[src/rtl/frame_capture_ctrl.sv]
// frame_capture_ctrl: snapshot controller between pixel recovery and a single-port frame BRAM.
// On request it waits for the next frame boundary. It then writes one full frame at
// addr = vcount*WIDTH + hcount and freezes the buffer until the decoder releases it.
// Camera writes always win the shared BRAM port. Decoder reads are granted only when
// no write is pending.
// Optional build macro: CAPTURE_TIMEOUT_EN adds a watchdog on ARMED/CAPTURE. Without it,
// timeout_out is tied low.
// Ports:
//   system_clk_in, rst_in (async, active-high)
//   capture_req_in, release_in, frame_done_in          control pulses
//   data_valid_in, pixel_in, hcount_in, vcount_in      recovered pixel stream
//   rd_req_in, rd_addr_in -> rd_grant_out, rd_data_valid_out, rd_data_out
//   mem_addr_out, mem_we_out, mem_din_out, mem_dout_in BRAM port
//   state_out, frame_ready_out, short_frame_out, timeout_out  status
module frame_capture_ctrl #(
    parameter int unsigned WIDTH          = 480,
    parameter int unsigned HEIGHT         = 320,
    parameter int unsigned ADDR_W         = 18,
    parameter int unsigned RD_LAT         = 2,
    parameter int unsigned TIMEOUT_CYCLES = 2000000
) (
    input  logic              system_clk_in,
    input  logic              rst_in,
    input  logic              capture_req_in,
    input  logic              release_in,
    input  logic              frame_done_in,
    input  logic              data_valid_in,
    input  logic [15:0]       pixel_in,
    input  logic [10:0]       hcount_in,
    input  logic [9:0]        vcount_in,
    input  logic              rd_req_in,
    input  logic [ADDR_W-1:0] rd_addr_in,
    output logic              rd_grant_out,
    output logic              rd_data_valid_out,
    output logic [15:0]       rd_data_out,
    output logic [ADDR_W-1:0] mem_addr_out,
    output logic              mem_we_out,
    output logic [15:0]       mem_din_out,
    input  logic [15:0]       mem_dout_in,
    output logic [1:0]        state_out,
    output logic              frame_ready_out,
    output logic              short_frame_out,
    output logic              timeout_out
);

    localparam int unsigned       CNT_W     = ADDR_W + 1;
    localparam logic [CNT_W-1:0]  FRAME_PIX = CNT_W'(WIDTH * HEIGHT);
    localparam logic [CNT_W-1:0]  CNT_MAX   = '1;
    localparam logic [10:0]       WIDTH_H   = 11'(WIDTH);
    localparam logic [9:0]        HEIGHT_V  = 10'(HEIGHT);
    localparam logic [ADDR_W-1:0] WIDTH_A   = ADDR_W'(WIDTH);

    typedef enum logic [1:0] {
        ST_IDLE    = 2'd0,
        ST_ARMED   = 2'd1,
        ST_CAPTURE = 2'd2,
        ST_HOLD    = 2'd3
    } state_e;

    state_e             state_q, state_d;
    logic               frame_ready_q, frame_ready_d;
    logic               short_q, short_d;
    logic               we_pend_q, we_pend_d;
    logic [ADDR_W-1:0]  wr_addr_q, wr_addr_d;
    logic [15:0]        wr_data_q, wr_data_d;
    logic [CNT_W-1:0]   pix_cnt_q, pix_cnt_d;
    logic [RD_LAT-1:0]  rd_vld_q, rd_vld_d;
    logic               pix_ok;
    logic [ADDR_W-1:0]  pix_addr;
`ifdef CAPTURE_TIMEOUT_EN
    localparam logic [31:0] TMO_LAST = 32'(TIMEOUT_CYCLES - 1);
    logic [31:0]        tmo_cnt_q, tmo_cnt_d;
    logic               timeout_q, timeout_d;
`endif

    // In-range pixel strobe and its raster address
    assign pix_ok   = data_valid_in && (hcount_in < WIDTH_H) && (vcount_in < HEIGHT_V);
    assign pix_addr = ADDR_W'(vcount_in) * WIDTH_A + ADDR_W'(hcount_in);

    // Port arbitration: a staged write owns the port this cycle
    assign rd_grant_out = rd_req_in & ~we_pend_q;
    assign mem_we_out   = we_pend_q;
    assign mem_addr_out = we_pend_q ? wr_addr_q : (rd_grant_out ? rd_addr_in : '0);
    assign mem_din_out  = wr_data_q;
    assign rd_data_out  = mem_dout_in;

    assign rd_data_valid_out = rd_vld_q[RD_LAT-1];
    assign state_out         = state_q;
    assign frame_ready_out   = frame_ready_q;
    assign short_frame_out   = short_q;
`ifdef CAPTURE_TIMEOUT_EN
    assign timeout_out       = timeout_q;
`else
    assign timeout_out       = 1'b0;
`endif

    // Next-state, write stage and counters
    always_comb begin
        state_d   = state_q;
        short_d   = short_q;
        we_pend_d = 1'b0;
        wr_addr_d = wr_addr_q;
        wr_data_d = wr_data_q;
        pix_cnt_d = pix_cnt_q;
        // Truncating cast keeps the low RD_LAT bits, so RD_LAT=1 needs no special case
        rd_vld_d  = RD_LAT'({rd_vld_q, rd_grant_out});
`ifdef CAPTURE_TIMEOUT_EN
        tmo_cnt_d = '0;
        timeout_d = 1'b0;
`endif
        case (state_q)
            ST_IDLE: begin
                if (capture_req_in) state_d = ST_ARMED;
            end
            ST_ARMED: begin
                if (frame_done_in) begin
                    state_d   = ST_CAPTURE;
                    pix_cnt_d = '0;
                end
            end
            ST_CAPTURE: begin
                // A pixel coinciding with the frame boundary is dropped
                if (frame_done_in) begin
                    state_d = ST_HOLD;
                    short_d = (pix_cnt_q != FRAME_PIX);
                end else if (pix_ok) begin
                    we_pend_d = 1'b1;
                    wr_addr_d = pix_addr;
                    wr_data_d = pixel_in;
                    if (pix_cnt_q != CNT_MAX) pix_cnt_d = pix_cnt_q + CNT_W'(1);
                end
            end
            ST_HOLD: begin
                if (release_in) state_d = ST_IDLE;
            end
            default: state_d = ST_IDLE;
        endcase
`ifdef CAPTURE_TIMEOUT_EN
        // Watchdog: a simultaneous frame boundary takes precedence
        if (state_q == ST_ARMED || state_q == ST_CAPTURE) begin
            if (!frame_done_in && tmo_cnt_q == TMO_LAST) begin
                state_d   = ST_IDLE;
                we_pend_d = 1'b0;
                timeout_d = 1'b1;
            end else if (state_d == state_q) begin
                tmo_cnt_d = tmo_cnt_q + 32'd1;
            end
        end
`endif
    end

    assign frame_ready_d = (state_d == ST_HOLD);

    // State and pipeline registers
    always_ff @(posedge system_clk_in or posedge rst_in) begin
        if (rst_in) begin
            state_q       <= ST_IDLE;
            frame_ready_q <= 1'b0;
            short_q       <= 1'b0;
            we_pend_q     <= 1'b0;
            wr_addr_q     <= '0;
            wr_data_q     <= '0;
            pix_cnt_q     <= '0;
            rd_vld_q      <= '0;
`ifdef CAPTURE_TIMEOUT_EN
            tmo_cnt_q     <= '0;
            timeout_q     <= 1'b0;
`endif
        end else begin
            state_q       <= state_d;
            frame_ready_q <= frame_ready_d;
            short_q       <= short_d;
            we_pend_q     <= we_pend_d;
            wr_addr_q     <= wr_addr_d;
            wr_data_q     <= wr_data_d;
            pix_cnt_q     <= pix_cnt_d;
            rd_vld_q      <= rd_vld_d;
`ifdef CAPTURE_TIMEOUT_EN
            tmo_cnt_q     <= tmo_cnt_d;
            timeout_q     <= timeout_d;
`endif
        end
    end

endmodule

[config.mk]
export PLATFORM = sky130hd
export DESIGN_NAME = frame_capture_ctrl
export DESIGN_NICKNAME = d
export VERILOG_FILES = /design/src/rtl/frame_capture_ctrl.sv
export SDC_FILE = /design/constraint.sdc
export NUM_CORES = 1
export LEC_CHECK = 0
export CORE_MARGIN = 4
export CORE_UTILIZATION = 51
export DETAILED_ROUTE_END_ITERATION = 8
export PLACE_DENSITY = 0.87
export SLEW_MARGIN = 40
export SYNTH_ARGS = -nofsm -noshare
export SYNTH_HDL_FRONTEND = slang
export SYNTH_SLANG_ARGS = --single-unit
[constraint.sdc]
create_clock -name system_clk_in -period 4.52 [get_ports system_clk_in]
set_input_delay 0.904 -clock system_clk_in [delete_from_list [all_inputs] [get_ports system_clk_in]]
set_output_delay 0.904 -clock system_clk_in [all_outputs]
set_load 0.02 [all_outputs]
==> impl_summary.txt <==
----------------------------------------------------
[Route]
  Detailed-route via count ... between 3000 and 4000
  Starting DRC count in detailed routing ... between 200 and 300
  Total routed wirelength ... 11210 um
  Via density ... around 5.5
  Remaining DRCs ... 0
  DRT antenna net count ... 0
  Routed wirelength normalized by instance count ... ~16 um
  Length of the first detailed-routing pass in iterations ... 5

[Logic synthesis]
  Summed instance area of the synthesized netlist ... between 0.004 and 0.005 mm^2
  Area contributors post-synth ... sky130_fd_sc_hd__dfrtp_1 35%, sky130_fd_sc_hd__fa_1 8.3%, sky130_fd_sc_hd__nand2_1 8.2%
  Most used standard cells in the synthesized netlist ... 95 x sky130_fd_sc_hd__nand2_1, 60 x sky130_fd_sc_hd__dfrtp_1, 45 x sky130_fd_sc_hd__inv_1
  Primary flip-flop cell chosen by synthesis mapping ... sky130_fd_sc_hd__dfrtp_1
  Nets in the synthesized netlist ... between 600 and 700
  Post-Syn Instances ... between 400 and 500
  Number of library cell types mapped by synthesis ... 58
  Number of warnings issued by yosys ... 0
  Top-area cell type share of the netlist area ... about a third
  Number of storage elements in the synthesis netlist ... 60
  Fraction of the yosys area taken by sequential cells ... 34.58%
  Largest area contributor in the netlist ... sky130_fd_sc_hd__dfrtp_1
  Number of enable-type register cells in the synthesized netlist ... 0
  Post-synthesis average cell area ... ~9.0 um^2
  Dominant cell by count in the synthesized netlist ... sky130_fd_sc_hd__nand2_1
  Share of synthesized registers carrying an async set or reset ... 100.0%

[STA]
  Layout Skew ... 8.616 ps
  Min cycle time layout ... approximately 4400 ps
  Period Utilization, post-route ... slightly below 100%
  Slew at the pin closest to its max-slew limit ... 674.1 ps
  Relative max-transition margin ... 55.06%
  Final setup violation count ... 0
  Final max-slew violation count ... 0
  Setup repair after global routing missed its margin ... false
  Final worst slack ... 137.6 ps
  Hold WS ... between 300 and 400 ps
  Highest Clock Rate ... approximately 0.23 GHz
  Total count of hold-check failures in the final report ... 0

[Global routing]
  Number of global-route vias before repair ... slightly above 4000
  Number of antenna violations at the first check in global routing ... 0
  Total overflow reported by the global router ... 0
  Total routing resource utilization after global routing ... 22.89%
  Wire length of the first global-routing pass ... between 15000 and 20000 um
  Largest net degree at the start of global routing ... 45

[Critical path]
  Type of destination of the critical path ... flip-flop
  CP max FO ... 4
  Critical Path Source ... vcount_in[0]
  Sort of element at the start of the critical path ... input pin
  WP data arrival ... ~4600 ps
  Type of the worst setup path ... in -> reg
  Worst R2R End ... pix_cnt_q[3]$_DFFE_PP0P_
  Cell-by-cell listing of the critical path ... clkdlybuf4s50_1, fa_1, inv_1, fa_1, inv_1, ha_1, a211o_1, buf_4, a211oi_1, buf_4, nor3_1, o311ai_0, buf_4, nor4_1, o31ai_1
  Cell occurring most often along the worst timing path ... sky130_fd_sc_hd__buf_4
  Cell with the largest stage delay on the worst path ... sky130_fd_sc_hd__fa_1
  Biggest cell delay along the critical path ... around 550 ps
  Cell depth of the worst flop-to-flop path ... 6
  Critical R2R Launch ... state_out[0]$_DFF_PP0_
  R2R setup slack ... 2250 ps
  Required @ worst endpoint ... between 4000 and 5000 ps

[Outcome]
  Run status ... complete, no violations

[CTS]
  Total CTS buffers ... 9
  Clock root cell ... sky130_fd_sc_hd__clkbuf_8
  Clock H-tree levels ... 3
  Number of setup buffers added after CTS ... 0
  Hold-fix buffers, CTS ... 0
  Clock-pin slew on the worst setup and hold paths ... 60 ps
  Number of sinks driven by the clock tree ... 60
  Max clock buf depth ... 2
  Clock tree from TritonCTS ... yes
  Clock insertion delay at the later pin of the skew report ... approximately 340 ps

[Min path]
  Tightest Hold Check Type ... reg -> reg
  Hold-critical path depth ... 0
  Critical hold path startpoint ... rd_vld_q[0]$_DFF_PP0_
  Endpoint with the worst hold slack ... rd_vld_q[1]$_DFF_PP0_

[Floorplan]
  Total die area ... 0.01005 mm^2
  I/O pin total ... ~140
  Initial Utilization ... 52.58%
  Die span in x ... between 100 and 150 um
  Chip height ... around 100 um
  Standard-cell row count ... 33
  Core region area ... just over 0.008 mm^2

[Final layout]
  Nets ... ~730
  Area grow syn2layout ... 35.01%
  Fraction of final layout cells sized beyond drive strength 1 ... about an eighth
  Number of inserted filler cells in the final layout ... 608
  Total inserted antenna cells ... 0
  Area of all placed cells without fillers ... approximately 0.0059 mm^2

[Place]
  I/O Buffers ... 102
  Final weighted congestion in routability-driven placement ... approximately 0.87
  Instance area after placement ... about 0.0056 mm^2
  DP HPWL ... 8793 um
  Worst-case setup slack after placement ... -264.4 ps

[Power and ir drop]
  Worst-case vdd ir drop ... approximately 0.2 mV
  Power density normalized to cell area ... 427.6 mW/mm^2
  Leak ... between 2 and 3 nW

[Flow run]
  Number of maximum-capacitance constraint violations ... 0

----------------------------------------------------
-- worst max-delay path: cells and delay by family --
| kind | cells | cell delay, ps |
|---|---|---|
| adder cells (fa/ha/maj) | 3 | 1360 |
| AO/OA/AOI/OAI | 4 | 1190 |
| buffers and inverters | 6 | 1080 |
| AND/OR/NAND/NOR | 2 | 110 |
-- how the worst max path moves through the flow --
stage | to | slack (ps) | depth (start not counted)
after CTS | wr_addr_q[17]$_DFFE_PP0P_ | 3 | 16
after floorplan | wr_addr_q[15]$_DFFE_PP0P_ | 240 | 14
after global routing | wr_addr_q[17]$_DFFE_PP0P_ | 0.2 | 15
after global placement | wr_addr_q[17]$_DFFE_PP0P_ | -120 | 16
after detailed placement | wr_addr_q[17]$_DFFE_PP0P_ | -260 | 16
final | wr_addr_q[17]$_DFFE_PP0P_ | 140 | 15
-- per-layer routing --
metal  track usage [%]  vias to the layer above  wire length [um]
met5                 0                        -                 0
met4             6.943                        0               247
met3             3.614                       26               677
met2             42.92                      157              5767
met1             26.61                     1898              4513
li1                  -                     1890                 -
-- power by group --
part / switching [mW] / internal, mW / total (mW)
registers: 0.0819 / 0.649 / 0.731
logic: 0.621 / 0.617 / 1.24
clock network: 0.213 / 0.324 / 0.536
total: 0.916 / 1.59 / 2.51
-- registers in the layout, summed over array words and instances, names as in the netlist --
name and flops:
frame_ready_out 1, mem_din_out 16, mem_we_out 1, pix_cnt_q 19, rd_vld_q 2, short_frame_out 1, state_out 2, wr_addr_q 18
-- cells by family after synthesis --
logic type,synth area share (%)
other,0.08637
and+or+nand+nor,21.58
DFF,34.58
buffers and inverters,8.155
xor gates and xnor gates,5.245
AOI/OAI and AO/OA,14.84
adders and majority gates,15.50
-- what timing repair did --
item,CTS,global route
gates resized for setup,0,5
endpoints found under the hold margin,0,0
endpoints found under the setup margin,0,6
-- cell usage in the layout (no fill, tap or decap), types with 7 or more instances in the layout --
cell type / count
sky130_fd_sc_hd__nand3_1: 9
sky130_fd_sc_hd__nand2_1: 95
sky130_fd_sc_hd__nor2_1: 26
sky130_fd_sc_hd__inv_1: 41
sky130_fd_sc_hd__buf_4: 42
sky130_fd_sc_hd__xnor2_1: 12
sky130_fd_sc_hd__dfrtp_1: 60
sky130_fd_sc_hd__a22o_1: 18
sky130_fd_sc_hd__clkdlybuf4s50_1: 100
sky130_fd_sc_hd__nor3_1: 8
sky130_fd_sc_hd__fa_1: 18
sky130_fd_sc_hd__o21ai_0: 17
sky130_fd_sc_hd__and3_1: 8
sky130_fd_sc_hd__nand4_1: 10
sky130_fd_sc_hd__clkbuf_8: 10
sky130_fd_sc_hd__xor2_1: 14
sky130_fd_sc_hd__ha_1: 25
sky130_fd_sc_hd__a21oi_1: 7
-- through the flow --
step	util, %	power, mW	cells	setup TNS [ps]
floorplan	-	1.463	485	0
global placement	68.11	1.911	702	-377.4
detailed placement	68.14	1.968	702	-1204
CTS	70.86	2.511	718	0
global route	70.98	2.680	718	0
finish	70.98	2.506	718	0
-- final cells by class --
| cell class | count | area (um^2) | area share [%] |
|---|---|---|---|
| inverter | 45 | 171.4 | 2.924 |
| clock buffer | 10 | 137.6 | 2.348 |
| multi-input combinational | 348 | 2491 | 42.50 |
| clock inverter | 6 | 87.58 | 1.494 |
| timing repair buffer | 144 | 1341 | 22.88 |
| tap | 105 | 131.4 | 2.241 |
| sequential | 60 | 1501 | 25.61 |
(Power assumes the default switching activity.)
